File: config.mk
export PLATFORM = sky130hd
export DESIGN_NAME = uart_transmitter
export DESIGN_NICKNAME = d
export VERILOG_FILES = /design/src/rtl/uart_pkg.sv /design/src/rtl/uart_bit_timer.sv /design/src/rtl/uart_transmitter.sv
export SDC_FILE = /design/constraint.sdc
export NUM_CORES = 1
export LEC_CHECK = 0
export CORE_ASPECT_RATIO = 0.8
export CORE_MARGIN = 2
export CORE_UTILIZATION = 53
export DETAILED_ROUTE_END_ITERATION = 10
export HOLD_SLACK_MARGIN = 0.02
export PLACE_DENSITY = 0.74
export SYNTH_ARGS = -nofsm -noshare
export SYNTH_HDL_FRONTEND = slang
export SYNTH_SLANG_ARGS = --single-unit
export TNS_END_PERCENT = 20
File: constraint.sdc
create_clock -name CLKIN -period 2.8 [get_ports CLKIN]
set_clock_uncertainty 0.2 [all_clocks]
set_input_delay 0.42 -clock CLKIN [delete_from_list [all_inputs] [get_ports CLKIN]]
set_output_delay 0.42 -clock CLKIN [all_outputs]
set_load 0.1 [all_outputs]
File: src/rtl/uart_pkg.sv
// Shared UART types and constants: FSM state encoding, default timing, line levels.
package uart_pkg;

    typedef enum logic [2:0] {
        IDLE,
        START,
        DATA,
        PARITY,
        STOP
    } tx_state_t;

    localparam int UART_OVERSAMPLE = 16;
    localparam int UART_DATA_BITS  = 8;

    localparam logic IDLE_LEVEL  = 1'b1;
    localparam logic START_LEVEL = 1'b0;

endpackage

File: src/rtl/uart_bit_timer.sv
// Enable-gated oversample tick counter; bit_done pulses on the last tick of each bit period.
module uart_bit_timer
    import uart_pkg::*;
#(
    parameter int OVERSAMPLE = UART_OVERSAMPLE
) (
    input  logic CLKIN,
    input  logic RESET,
    input  logic clock_enable,
    input  logic clear,
    output logic bit_done
);

    localparam int TW = $clog2(OVERSAMPLE);
    localparam logic [TW-1:0] LAST_TICK = TW'(OVERSAMPLE - 1);

    logic [TW-1:0] tick_q;

    assign bit_done = clock_enable && (tick_q == LAST_TICK);

    always_ff @(posedge CLKIN) begin
        if (RESET || clear) begin
            tick_q <= '0;
        end else if (clock_enable) begin
            tick_q <= bit_done ? '0 : tick_q + TW'(1);
        end
    end

endmodule

File: src/rtl/uart_transmitter.sv
// 8N1 UART serialiser, LSB first, valid/ready input. Define UART_TX_PARITY_EN to insert an
// even-parity bit between the data bits and the stop bit.
module uart_transmitter
    import uart_pkg::*;
#(
    parameter int OVERSAMPLE = UART_OVERSAMPLE,
    parameter int DATA_BITS  = UART_DATA_BITS
) (
    input  logic                 CLKIN,
    input  logic                 RESET,
    input  logic                 clock_enable,
    input  logic [DATA_BITS-1:0] data,
    input  logic                 valid,
    output logic                 ready,
    output logic                 tx,
    output logic                 busy
);

    localparam int BW = $clog2(DATA_BITS);
    localparam logic [BW-1:0] LAST_BIT = BW'(DATA_BITS - 1);

    function automatic logic even_parity(input logic [DATA_BITS-1:0] b);
        return ^b;
    endfunction

    tx_state_t            state_q, state_d;
    logic [BW-1:0]        bit_q, bit_d;
    logic [DATA_BITS-1:0] shift_q, shift_d;
    logic                 tx_d, ready_d, busy_d;
    logic                 bit_done;
    logic                 xfer;

    assign xfer = valid && ready;

    // Counter is held at zero while idle so every frame starts on a fresh bit period.
    uart_bit_timer #(
        .OVERSAMPLE (OVERSAMPLE)
    ) u_bit_timer (
        .CLKIN        (CLKIN),
        .RESET        (RESET),
        .clock_enable (clock_enable),
        .clear        (state_q == IDLE),
        .bit_done     (bit_done)
    );

    always_ff @(posedge CLKIN) begin
        if (RESET) begin
            state_q <= IDLE;
            bit_q   <= '0;
            tx      <= IDLE_LEVEL;
            ready   <= 1'b1;
            busy    <= 1'b0;
        end else begin
            state_q <= state_d;
            bit_q   <= bit_d;
            tx      <= tx_d;
            ready   <= ready_d;
            busy    <= busy_d;
        end
    end

    always_ff @(posedge CLKIN) begin
        shift_q <= shift_d;
    end

    always_comb begin
        state_d = state_q;
        bit_d   = bit_q;
        shift_d = shift_q;
        case (state_q)
            IDLE: begin
                if (xfer) begin
                    state_d = START;
                    shift_d = data;
                    bit_d   = '0;
                end
            end
            START: begin
                if (bit_done) begin
                    state_d = DATA;
                    bit_d   = '0;
                end
            end
            DATA: begin
                if (bit_done) begin
                    if (bit_q == LAST_BIT) begin
`ifdef UART_TX_PARITY_EN
                        state_d = PARITY;
`else
                        state_d = STOP;
`endif
                    end else begin
                        bit_d = bit_q + BW'(1);
                    end
                end
            end
            PARITY: begin
                if (bit_done) state_d = STOP;
            end
            STOP: begin
                if (bit_done) state_d = IDLE;
            end
            default: state_d = IDLE;
        endcase
    end

    // Outputs are decoded from the next state so the registered line changes on the transition edge.
    always_comb begin
        tx_d    = IDLE_LEVEL;
        ready_d = 1'b0;
        busy_d  = 1'b1;
        case (state_d)
            IDLE: begin
                ready_d = 1'b1;
                busy_d  = 1'b0;
            end
            START:   tx_d = START_LEVEL;
            DATA:    tx_d = shift_q[bit_d];
            PARITY:  tx_d = even_parity(shift_q);
            default: tx_d = IDLE_LEVEL;
        endcase
    end

endmodule

After elaboration in Yosys (flattened, before gate mapping)

Index checks and enable logic that the tools add are counted.
Widths: inputs -> output; s select.

$add $sub $neg: 2
$lt $le $gt $ge: 1
Eq/ne operators: 9
Multiplexer cells: 18
Reductions and logical operators: 7

Operators with widths:

| cell                | count |
|---|---|
| $mux 3              | 10 |
| $pmux 3 s5          | 1 |
| $eq 3x2->1 const B  | 4 |
| $pmux 3 s3          | 1 |
| $reduce_xor 8->1    | 1 |
| $eq 3x1->1 const B  | 2 |
| $eq 3x3->1 const B  | 2 |
| $logic_not 3->1     | 2 |
| $add 4x1->4 const B | 1 |
| $eq 4x4->1 const B  | 1 |
| $lt 3x4->1 const B  | 1 |
| $mux 4              | 1 |
| $add 3x1->3 const B | 1 |
| $bmux 1 s3          | 1 |
| $mux 1              | 3 |
| $pmux 1 s3          | 1 |
| $logic_and 1x1->1   | 2 |
| $reduce_and 2->1    | 1 |
| $logic_or 1x1->1    | 1 |

Bits in registers: 21
Input port bits: 12
Output and inout bits: 3

Longest topological paths before layout

Gate-level depths: netlist of run 1.

Depth in word-level cells: 7
Mapped depth: 8
Gate-level depth less buffers: 7

Hierarchy

From an unflattened synthesis of run 1, not the netlist that was laid out.

Cells, all modules: 102
Area, all modules: 1081.0 sq um

Modules (own cells, without submodules):

| module           | times used | cells an instance | area each (sq um) |
|---|---|---|---|
| uart_transmitter | 1          | 82                | 884.6 |
| uart_bit_timer   | 1          | 20                | 196.4 |

Worst setup path before layout of run 1

Ideal clock, no wire load.

Path type: reg2reg
From: register ready
To: register tx
Setup time: 0.126 ns
Arrival: 2.218 ns
Setup slack: 0.256 ns
Stages on the path, launching flop included: 8
Buffers on the path: 1
Period minus slack after synthesis: 2.544 ns
Path through: dfxtp_1 a21oi_2 o31a_1 or2_1 buf_6 mux2_4 o211ai_1 a31oi_1

Word-level cells in the longest chain between the ends: 6
Elaborated cells on any way between the ends: 11
Classes of those cells: 3 x eq/ne; 7 x mux; 1 x reduce/logical

RTL lines:

| what                         | RTL line                | text |
|---|---|---|
| from (decl)                  | uart_transmitter.sv:14  | `output logic ready,` |
| from (signal assigned)       | uart_transmitter.sv:57  | `ready <= ready_d;` |
| $logic_and 1x1->1 (*)        | uart_transmitter.sv:33  | `assign xfer = valid && ready;` |
| $mux 3                       | uart_transmitter.sv:72  | `if (xfer) begin` |
| $pmux 3 s3                   | uart_transmitter.sv:70  | `case (state_q)` |
| $bmux 1 s3                   | uart_transmitter.sv:118 | `DATA: tx_d = shift_q[bit_d];` |
| $mux 1 (implied by the code) | uart_transmitter.sv:118 |  |
| $pmux 1 s3 (*)               | uart_transmitter.sv:112 | `case (state_d)` |
| to (signal assigned)         | uart_transmitter.sv:56  | `tx <= tx_d;` |
| to (decl)                    | uart_transmitter.sv:15  | `output logic tx,` |

Every way passes the cells marked *; elsewhere a longest branch is shown, timed or not. The select of a mux whose other input is x is not followed.
A chain may end at the register's enable or synchronous reset.

Final worst setup path of run 1

From: input clock_enable
To: register tx

Word-level cells in the longest chain between the ends: 6
Elaborated cells on any way between the ends: 15
Classes of those cells: 3 x eq/ne; 11 x mux; 1 x reduce/logical

RTL lines:

| what                         | RTL line                                       | text |
|---|---|---|
| from (decl)                  | uart_transmitter.sv:11                         | `input logic clock_enable,` |
| $logic_and 1x1->1 (*)        | uart_bit_timer.sv:19                           | `assign bit_done = clock_enable && (tick_q == LAST_TICK);` |
| $mux 3 (on tied branches)    | uart_transmitter.sv:85, uart_transmitter.sv:79 |  |
| $pmux 3 s3                   | uart_transmitter.sv:70                         |  |
| $bmux 1 s3                   | uart_transmitter.sv:118                        |  |
| $mux 1 (implied by the code) | uart_transmitter.sv:118                        |  |
| $pmux 1 s3 (*)               | uart_transmitter.sv:112                        |  |

Marks and branches as above.

==> Implementation_results.wiki, run 1 <==
{| class="wikitable"
! Metric !! Value
|-
| Layout overhead on the synthesized area || 14.8%
|-
| Row count || 14
|-
| Post-route setup slack || 0.489 ns
|-
| Number of nets with antenna violations after detailed routing || 0
|-
| Distinct cell type count of the synthesized netlist || 42
|-
| Io pins || 15
|-
| Root Driver || sky130_fd_sc_hd__clkbuf_4
|-
| Cell area reported after detailed placement || 1220 um2
|-
| Post-CTS Setup Inserts || 0
|-
| Crit-path cells || clkdlybuf4s50_1 -> nand4_2 -> mux2i_1 -> or2_1 -> mux2_1 -> o211ai_1 -> a31oi_1
|-
| Data arrival time of the critical path || 2.31 ns
|-
| Area of the placeable core || 1910 um2
|-
| Average routed wire per standard cell || 13.0 um
|-
| DRC marker count from the first detailed-route iteration || 32
|-
| Switch share || 0.279
|-
| Cells after Synth || 103
|-
| Endpoint class of the critical path || flip-flop
|-
| Class of the worst hold path || reg -> reg
|-
| Share of synthesized registers carrying an async set or reset || 0
|-
| Cell Int Power || 0.440 mW
|-
| Critical Path Source Type || input port
|-
| Number of nets in the synthesized netlist || 117
|-
| Maximum VDD drop || 0.378 mV
|-
| Setup CP Type || in -> reg
|-
| Area share of the leading cell type in the synthesized netlist || 0.239
|-
| Post-CTS Hold Fix Bufs || 0
|-
| Share of the clock period used by the worst path after layout || 0.825
|-
| Total power divided by cell area || 488 nW/um2
|-
| Placer congestion estimate || 0.767
|-
| Pin count of the biggest net entering global routing || 14
|-
| Total congestion overflow after global routing || 0
|-
| Reg power frac || 0.570
|-
| Worst path required time || 2.80 ns
|-
| Ratio of cells with drive above 1 in the final layout || 0.111
|-
| Sequential cell area fraction in the yosys report || 0.460
|-
| Die Y || 44.5 um
|-
| Post-Syn Area per Cell || 10.6 um2
|-
| Share of total power in the clock network || 0.240
|-
| Primary flip-flop cell chosen by synthesis mapping || sky130_fd_sc_hd__dfxtp_1
|-
| # clock sinks || 21
|-
| Top cells by area in the synthesized netlist || sky130_fd_sc_hd__dfxtp_1 (24%), sky130_fd_sc_hd__edfxtp_1 (22%), sky130_fd_sc_hd__xnor2_1 (5.6%)
|-
| CP Buf/Inv Count || 1
|-
| Family with the most delay on the worst path || buffers and inverters
|-
| Total Power || 0.610 mW
|-
| Final hold viol count || 0
|-
| Total of flip-flops plus latches after synthesis || 21
|-
| Longest individual stage delay on the worst path || 0.59 ns
|-
| Routed wire length || 1840 um
|-
| Unrepaired setup endpoints after global routing || no
|-
| Post-synth EDFFs || 8
|-
| HPWL reported at the end of detailed placement || 1460 um
|-
| Clock latency of the later-clocked register in the worst-skew pair || 0.30 ns
|-
| Clock-pin slew reported for the worst setup and hold paths after clock tree synthesis || 0.11 ns
|-
| DRT Pass-1 Iters || 4
|-
| Setup tns final || 0 ns
|-
| Count of buffers inserted at the top-level ports || 14
|-
| Chip Width || 54.7 um
|-
| Combinational cell fraction of total power || 0.190
|-
| Count of endpoints failing setup in the final report || 0
|-
| Clock tree from TritonCTS || yes
|-
| Total of warnings raised by yosys || 0
|-
| CTS H-tree lvls || 1
|-
| Starting density of the core || 0.570
|-
| Antenna violations before repair || 0
|-
| NumNets Final || 132
|-
| Tightest Pin Transition || 0.428 ns
|-
| Cts bufs inserted || 3
|-
| Post-route standard cell area excluding fillers || 1250 um2
|-
| Vias in the first global route || 681
|-
| Netlist area before placement || 1090 um2
|-
| Fin Hold WS || 0.347 ns
|-
| Max-cap violations || 0
|-
| Via count || 792
|-
| Cell taking the most area after synthesis || sky130_fd_sc_hd__dfxtp_1
|-
| NetSw || 0.170 mW
|-
| Critical-path cell with the highest stage delay || sky130_fd_sc_hd__clkdlybuf4s50_1
|-
| Max-slew headroom || 0.713
|-
| DIE AREA || 2430 um2
|-
| Worst-case clock buffer depth || 2
|-
| All-layer global routing usage || 0.185
|-
| Pins Over Slew Limit || 0
|-
| Maximum fanout along the worst path || 6
|-
| Result of the run || complete, no violations
|-
| Antenna cell count || 0
|-
| Pleak || 0.475 nW
|-
| Post-cts resize count || 0
|-
| Upper clock frequency limit || 433 MHz
|-
| DRC viols || 0
|-
| Via/cell ratio || 5.62
|-
| First-pass GRT wire length || 3150 um
|-
| Worst setup slack before clock tree synthesis || 0.145 ns
|-
| Clock period minus final worst setup slack || 2.31 ns
|}
[logic make-up (layout without fill, tap and decap cells)]
kind of cell / after synthesis / count (layout) / synth area share
AOI/OAI and AO/OA: 21 / 21 / 0.149
xor gates and xnor gates: 9 / 9 / 0.0724
adders and majority gates: 2 / 2 / 0.0230
buffers and inverters: 7 / 21 / 0.0425
DFF: 21 / 21 / 0.460
muxes: 6 / 6 / 0.0609
and+or+nand+nor: 37 / 37 / 0.192
[layout make-up]
type / instances / area (um2)
clock buffers: 3 / 22.5
clock inverters: 1 / 7.51
fillers: 159 / 659
inverters: 2 / 7.51
multi-input cells: 75 / 542
flip-flops and latches: 21 / 500
well taps: 24 / 30.0
repair buffers: 15 / 140
[metrics by stage]
| step | cells | util |
|---|---|---|
| final | 141 | 0.655 |
| after CTS | 141 | 0.655 |
| after floorplan | 103 | - |
| after global routing | 141 | 0.655 |
| after detailed placement | 137 | 0.639 |
| after global placement | 137 | 0.639 |
[power groups by stage]
stage / sequential [mW] / clock, mW / combinational (mW)
6_report: 0.348 / 0.146 / 0.116
4_1_cts: 0.347 / 0.154 / 0.117
2_1_floorplan: 0.380 / 0 / 0.0559
3_5_place_dp: 0.354 / 0 / 0.116
3_3_place_gp: 0.354 / 0 / 0.116
5_1_grt: 0.349 / 0.169 / 0.125
[final timing paths]
kind	start	end	slack, ns	depth (start not counted)
setup reg to reg	u_bit_timer.tick_q[0]$_SDFFE_PP0P_	tx$_SDFF_PP1_	0.61	7
hold / removal	u_bit_timer.tick_q[1]$_SDFFE_PP0P_	u_bit_timer.tick_q[1]$_SDFFE_PP0P_	0.35	2
setup / recovery	clock_enable	tx$_SDFF_PP1_	0.49	7
hold reg to reg	u_bit_timer.tick_q[1]$_SDFFE_PP0P_	u_bit_timer.tick_q[1]$_SDFFE_PP0P_	0.35	2
[tightest hold or removal path: stages, from the launching register on]
cell and delay, ns:
sky130_fd_sc_hd__dfxtp_1 0.34, sky130_fd_sc_hd__mux2i_1 0.12, sky130_fd_sc_hd__nor2_1 0.05
[cell usage after synthesis (2+ instances only)]
master / instances
sky130_fd_sc_hd__xor2_1: 2
sky130_fd_sc_hd__o21ai_0: 2
sky130_fd_sc_hd__and2b_1: 2
sky130_fd_sc_hd__ha_1: 2
sky130_fd_sc_hd__o211ai_1: 3
sky130_fd_sc_hd__dfxtp_1: 13
sky130_fd_sc_hd__nand2_1: 7
sky130_fd_sc_hd__xnor2_1: 7
sky130_fd_sc_hd__nor3_1: 6
sky130_fd_sc_hd__or2_1: 2
sky130_fd_sc_hd__o31a_1: 2
sky130_fd_sc_hd__nor2_1: 7
sky130_fd_sc_hd__a31oi_1: 2
sky130_fd_sc_hd__inv_1: 2
sky130_fd_sc_hd__buf_6: 2
sky130_fd_sc_hd__a21o_1: 2
sky130_fd_sc_hd__edfxtp_1: 8
sky130_fd_sc_hd__nor2b_1: 4
sky130_fd_sc_hd__o221ai_1: 2
sky130_fd_sc_hd__mux2i_1: 4
[routing by layer]
metal | vias up | GRT usage | share of wire
li1 | 406 | - | -
met1 | 356 | 0.292 | 0.51
met2 | 30 | 0.238 | 0.40
met3 | 0 | 0.0709 | 0.093
met4 | 0 | 0.0300 | 0
met5 | - | 0 | 0
[registers in the layout (all words and copies together) (netlist names)]
name	count
bit_q	3
busy	1
ready	1
shift_q	8
state_q	3
tx	1
u_bit_timer.tick_q	4
[cell usage in the layout (no fill, tap or decap), drive strengths merged, types with 2 or more instances in the layout]
master / n
mux2: 2
nand2: 7
a21o: 2
ha: 2
dfxtp: 13
o221ai: 2
clkdlybuf4s50: 11
clkbuf: 3
inv: 2
buf: 4
a21oi: 2
nor2: 7
nand4: 2
o211ai: 3
mux2i: 4
o21ai: 2
o31a: 2
nor3: 6
nor2b: 4
a31oi: 2
or2: 3
xnor2: 7
edfxtp: 8
xor2: 2
and2b: 2
(Power assumes the default switching activity.)
==> run 2, diff against run 1 <==
CORE_UTILIZATION = 47   (was 53)
PLACE_DENSITY = 0.69   (was 0.74)
clock period = 2 ns   (was 2.8 ns; I/O delays follow)
==> Implementation_results.wiki, run 2 (same netlist as run 1, synthesis figures left out) <==
{| class="wikitable"
! Metric !! Value
|-
| Result of the run || complete, no violations (unchanged)
|-
| Max-cap violations || 0 (unchanged)
|-
| Leading cell type in the layout, fill and taps excluded || sky130_fd_sc_hd__buf_4 (was sky130_fd_sc_hd__dfxtp_1)
|-
| DRC marker count from the first detailed-route iteration || 44 (was 32)
|-
| Clock tree from TritonCTS || yes (unchanged)
|-
| Layout overhead on the synthesized area || 37.6% (was 14.8%)
|-
| Max-slew headroom || 0.791 (was 0.713)
|-
| Die Y || 47.0 um (was 44.5 um)
|-
| Post-CTS Hold Fix Bufs || 0 (unchanged)
|-
| Pleak || 0.598 nW (was 0.475 nW)
|-
| Total power divided by cell area || 592 nW/um2 (was 488 nW/um2)
|-
| Data arrival time of the critical path || 1.98 ns (was 2.31 ns)
|-
| Worst reg2reg path startpoint || u_bit_timer.tick_q[1]$_SDFFE_PP0P_ (was u_bit_timer.tick_q[0]$_SDFFE_PP0P_)
|-
| Cell depth of the worst flop-to-flop path || 7 (unchanged)
|-
| Root Driver || sky130_fd_sc_hd__clkbuf_4 (unchanged)
|-
| First-pass GRT wire length || 3570 um (was 3150 um)
|-
| Starting density of the core || 0.500 (was 0.570)
|-
| Worst-case clock buffer depth || 2 (unchanged)
|-
| All-layer global routing usage || 0.183 (was 0.185)
|-
| Register-to-register setup slack || 0.03 ns (was 0.61 ns)
|-
| CP Buf/Inv Count || 1 (unchanged)
|-
| Number of nets with antenna violations after detailed routing || 0 (unchanged)
|-
| Fill count || 167 (was 159)
|-
| Chip Width || 57.8 um (was 54.7 um)
|-
| Routed wire length || 2230 um (was 1840 um)
|-
| Share of the clock period used by the worst path after layout || 0.992
|-
| Flip-flop count of the largest register after layout || 8 (unchanged)
|-
| HPWL reported at the end of detailed placement || 1710 um (was 1460 um)
|-
| DRT Pass-1 Iters || 4 (unchanged)
|-
| CP Launch Point || valid (was clock_enable)
|-
| Capture instance of the worst register-to-register path || tx$_SDFF_PP1_ (unchanged)
|-
| Cell Count, Final, Fillers Out || 165 (was 141)
|-
| Row count || 15 (was 14)
|-
| Vias in the first global route || 857 (was 681)
|-
| Clock-pin slew reported for the worst setup and hold paths after clock tree synthesis || 0.13 ns (was 0.11 ns)
|-
| Antenna cell count || 0 (unchanged)
|-
| CTS H-tree lvls || 1 (unchanged)
|-
| Via count || 884 (was 792)
|-
| Antenna violations before repair || 0 (unchanged)
|-
| Io pins || 15 (unchanged)
|-
| Number of cells on the critical path || 7 (unchanged)
|-
| NumNets Final || 155 (was 132)
|-
| Tightest Pin Transition || 0.311 ns (was 0.428 ns)
|-
| Clock period minus final worst setup slack || 1.98 ns
|-
| Critical Path Source Type || input port (unchanged)
|-
| Clock latency of the later-clocked register in the worst-skew pair || 0.31 ns (was 0.30 ns)
|-
| Final hold viol count || 0 (unchanged)
|-
| Setup tns final || 0 ns (unchanged)
|-
| Family with the most delay on the worst path || compound AO/OA/AOI/OAI gates (was buffers and inverters)
|-
| Crit-path cells || clkdlybuf4s50_1 -> a21oi_2 -> o31a_1 -> or2_4 -> mux2_4 -> o211ai_1 -> a31oi_1 (was clkdlybuf4s50_1 -> nand4_2 -> mux2i_1 -> or2_1 -> mux2_1 -> o211ai_1 -> a31oi_1)
|-
| Placed Cells incl. Taps || 158 (was 137)
|-
| Via/cell ratio || 5.36 (was 5.62)
|-
| Worst path required time || 2.00 ns (was 2.80 ns)
|-
| Cts bufs inserted || 3 (unchanged)
|-
| Pin count of the biggest net entering global routing || 14 (unchanged)
|-
| Ratio of cells with drive above 1 in the final layout || 0.364 (was 0.111)
|-
| DRC viols || 0 (unchanged)
|-
| Upper clock frequency limit || 504 MHz
|-
| Placer congestion estimate || 0.850 (was 0.767)
|-
| Maximum VDD drop || 0.494 mV (was 0.378 mV)
|-
| Commonest non-fill, non-tap cells in the layout || sky130_fd_sc_hd__buf_4 (26), sky130_fd_sc_hd__clkdlybuf4s50_1 (10), sky130_fd_sc_hd__edfxtp_1 (8) (was sky130_fd_sc_hd__dfxtp_1 (13), sky130_fd_sc_hd__clkdlybuf4s50_1 (11), sky130_fd_sc_hd__edfxtp_1 (8))
|-
| DIE AREA || 2720 um2 (was 2430 um2)
|-
| Critical-path cell with the highest stage delay || sky130_fd_sc_hd__clkdlybuf4s50_1 (unchanged)
|-
| Setup CP Type || in -> reg (unchanged)
|-
| Pins Over Slew Limit || 0 (unchanged)
|-
| Maximum fanout along the worst path || 4 (was 6)
|-
| Longest individual stage delay on the worst path || 0.50 ns (was 0.59 ns)
|-
| Average routed wire per standard cell || 13.5 um (was 13.0 um)
|-
| Worst hold path startpoint || data[7] (was u_bit_timer.tick_q[1]$_SDFFE_PP0P_)
|-
| Register containing the most flip-flops in the final layout || shift_q (unchanged)
|-
| Largest registers || shift_q x8, u_bit_timer.tick_q x4 (unchanged)
|-
| Count of endpoints failing setup in the final report || 0 (unchanged)
|-
| Critical path destination || tx$_SDFF_PP1_ (unchanged)
|-
| Unrepaired setup endpoints after global routing || yes (was no)
|-
| Count of buffers inserted at the top-level ports || 14 (unchanged)
|-
| Area of the placeable core || 2180 um2 (was 1910 um2)
|-
| Endpoint class of the critical path || flip-flop (unchanged)
|-
| Total congestion overflow after global routing || 0 (unchanged)
|-
| # clock sinks || 21 (unchanged)
|-
| Class of the worst hold path || in -> reg (was reg -> reg)
|}
==> run 2: changes by cell type in the layout (fill, tap and decap cells not counted), moves of 2 or more <==
cell                       previous run  this run
sky130_fd_sc_hd__ha_1                 2         0
sky130_fd_sc_hd__dfxtp_2              0         5
sky130_fd_sc_hd__dfxtp_1             13         7
sky130_fd_sc_hd__o221ai_1             2         0
sky130_fd_sc_hd__buf_4                4        26
sky130_fd_sc_hd__o221ai_2             0         2
==> run 2: cell type report <==
type,instances,area (um2),area share
repair buffers,38,324,0.216
well taps,25,31.3,0.0209
inverters,2,7.51,0.00501
multi-input cells,75,594,0.397
clock inverters,1,7.51,0.00501
flip-flops and latches,21,510,0.341
clock buffers,3,22.5,0.0150
==> run 2: routing by layer <==
metal	up-vias	global-route usage	routed length, um
met5	-	0	0
met4	0	0.0512	16
met3	2	0.0661	122
met2	19	0.309	1060
met1	407	0.227	1030
li1	456	-	-
==> run 2: worst min path at each step <==
stage | end | cells past startpoint
CTS | shift_q[7]$_DFFE_PP_ | 1
finish | shift_q[7]$_DFFE_PP_ | 1
floorplan | bit_q[0]$_SDFF_PP0_ | 1
global route | shift_q[7]$_DFFE_PP_ | 1
detailed placement | u_bit_timer.tick_q[3]$_SDFFE_PP0P_ | 2
global placement | u_bit_timer.tick_q[1]$_SDFFE_PP0P_ | 3
==> run 2: timing repair <==
action	4_1_cts	5_1_grt
gates resized for setup	10	5
pin swaps	4	0
buffers inserted	3	0
gates cloned	0	0
endpoints found under the hold margin	0	0
setup endpoints to repair	2	2
==> run 2: power by group <==
part / internal [mW] / total, mW / switching, mW / leakage, nW
clock: 0.0763 / 0.211 / 0.134 / 0.0139
combinational: 0.0885 / 0.187 / 0.0988 / 0.400
sequential: 0.469 / 0.489 / 0.0198 / 0.184
total: 0.634 / 0.887 / 0.253 / 0.598
==> run 2: per-stage QoR <==
step / total power, mW / util / instance area, um2 / hold WS, ns / setup WS [ns]
after floorplan: 0.612 / - / 1100 / 0.172 / -0.0491
after CTS: 0.896 / 0.679 / 1480 / 0.321 / 0.0115
after global placement: 0.681 / 0.643 / 1400 / 0.384 / -0.309
final: 0.887 / 0.688 / 1500 / 0.331 / 0.0168
after global routing: 0.926 / 0.688 / 1500 / 0.315 / -0.0627
after detailed placement: 0.683 / 0.643 / 1400 / 0.404 / -0.368
==> run 3, diff against run 2 <==
CAP_MARGIN = 20   (was default)
==> results of run 3 <==
The final DEF is identical to that of run 2; final timing and power are the same.
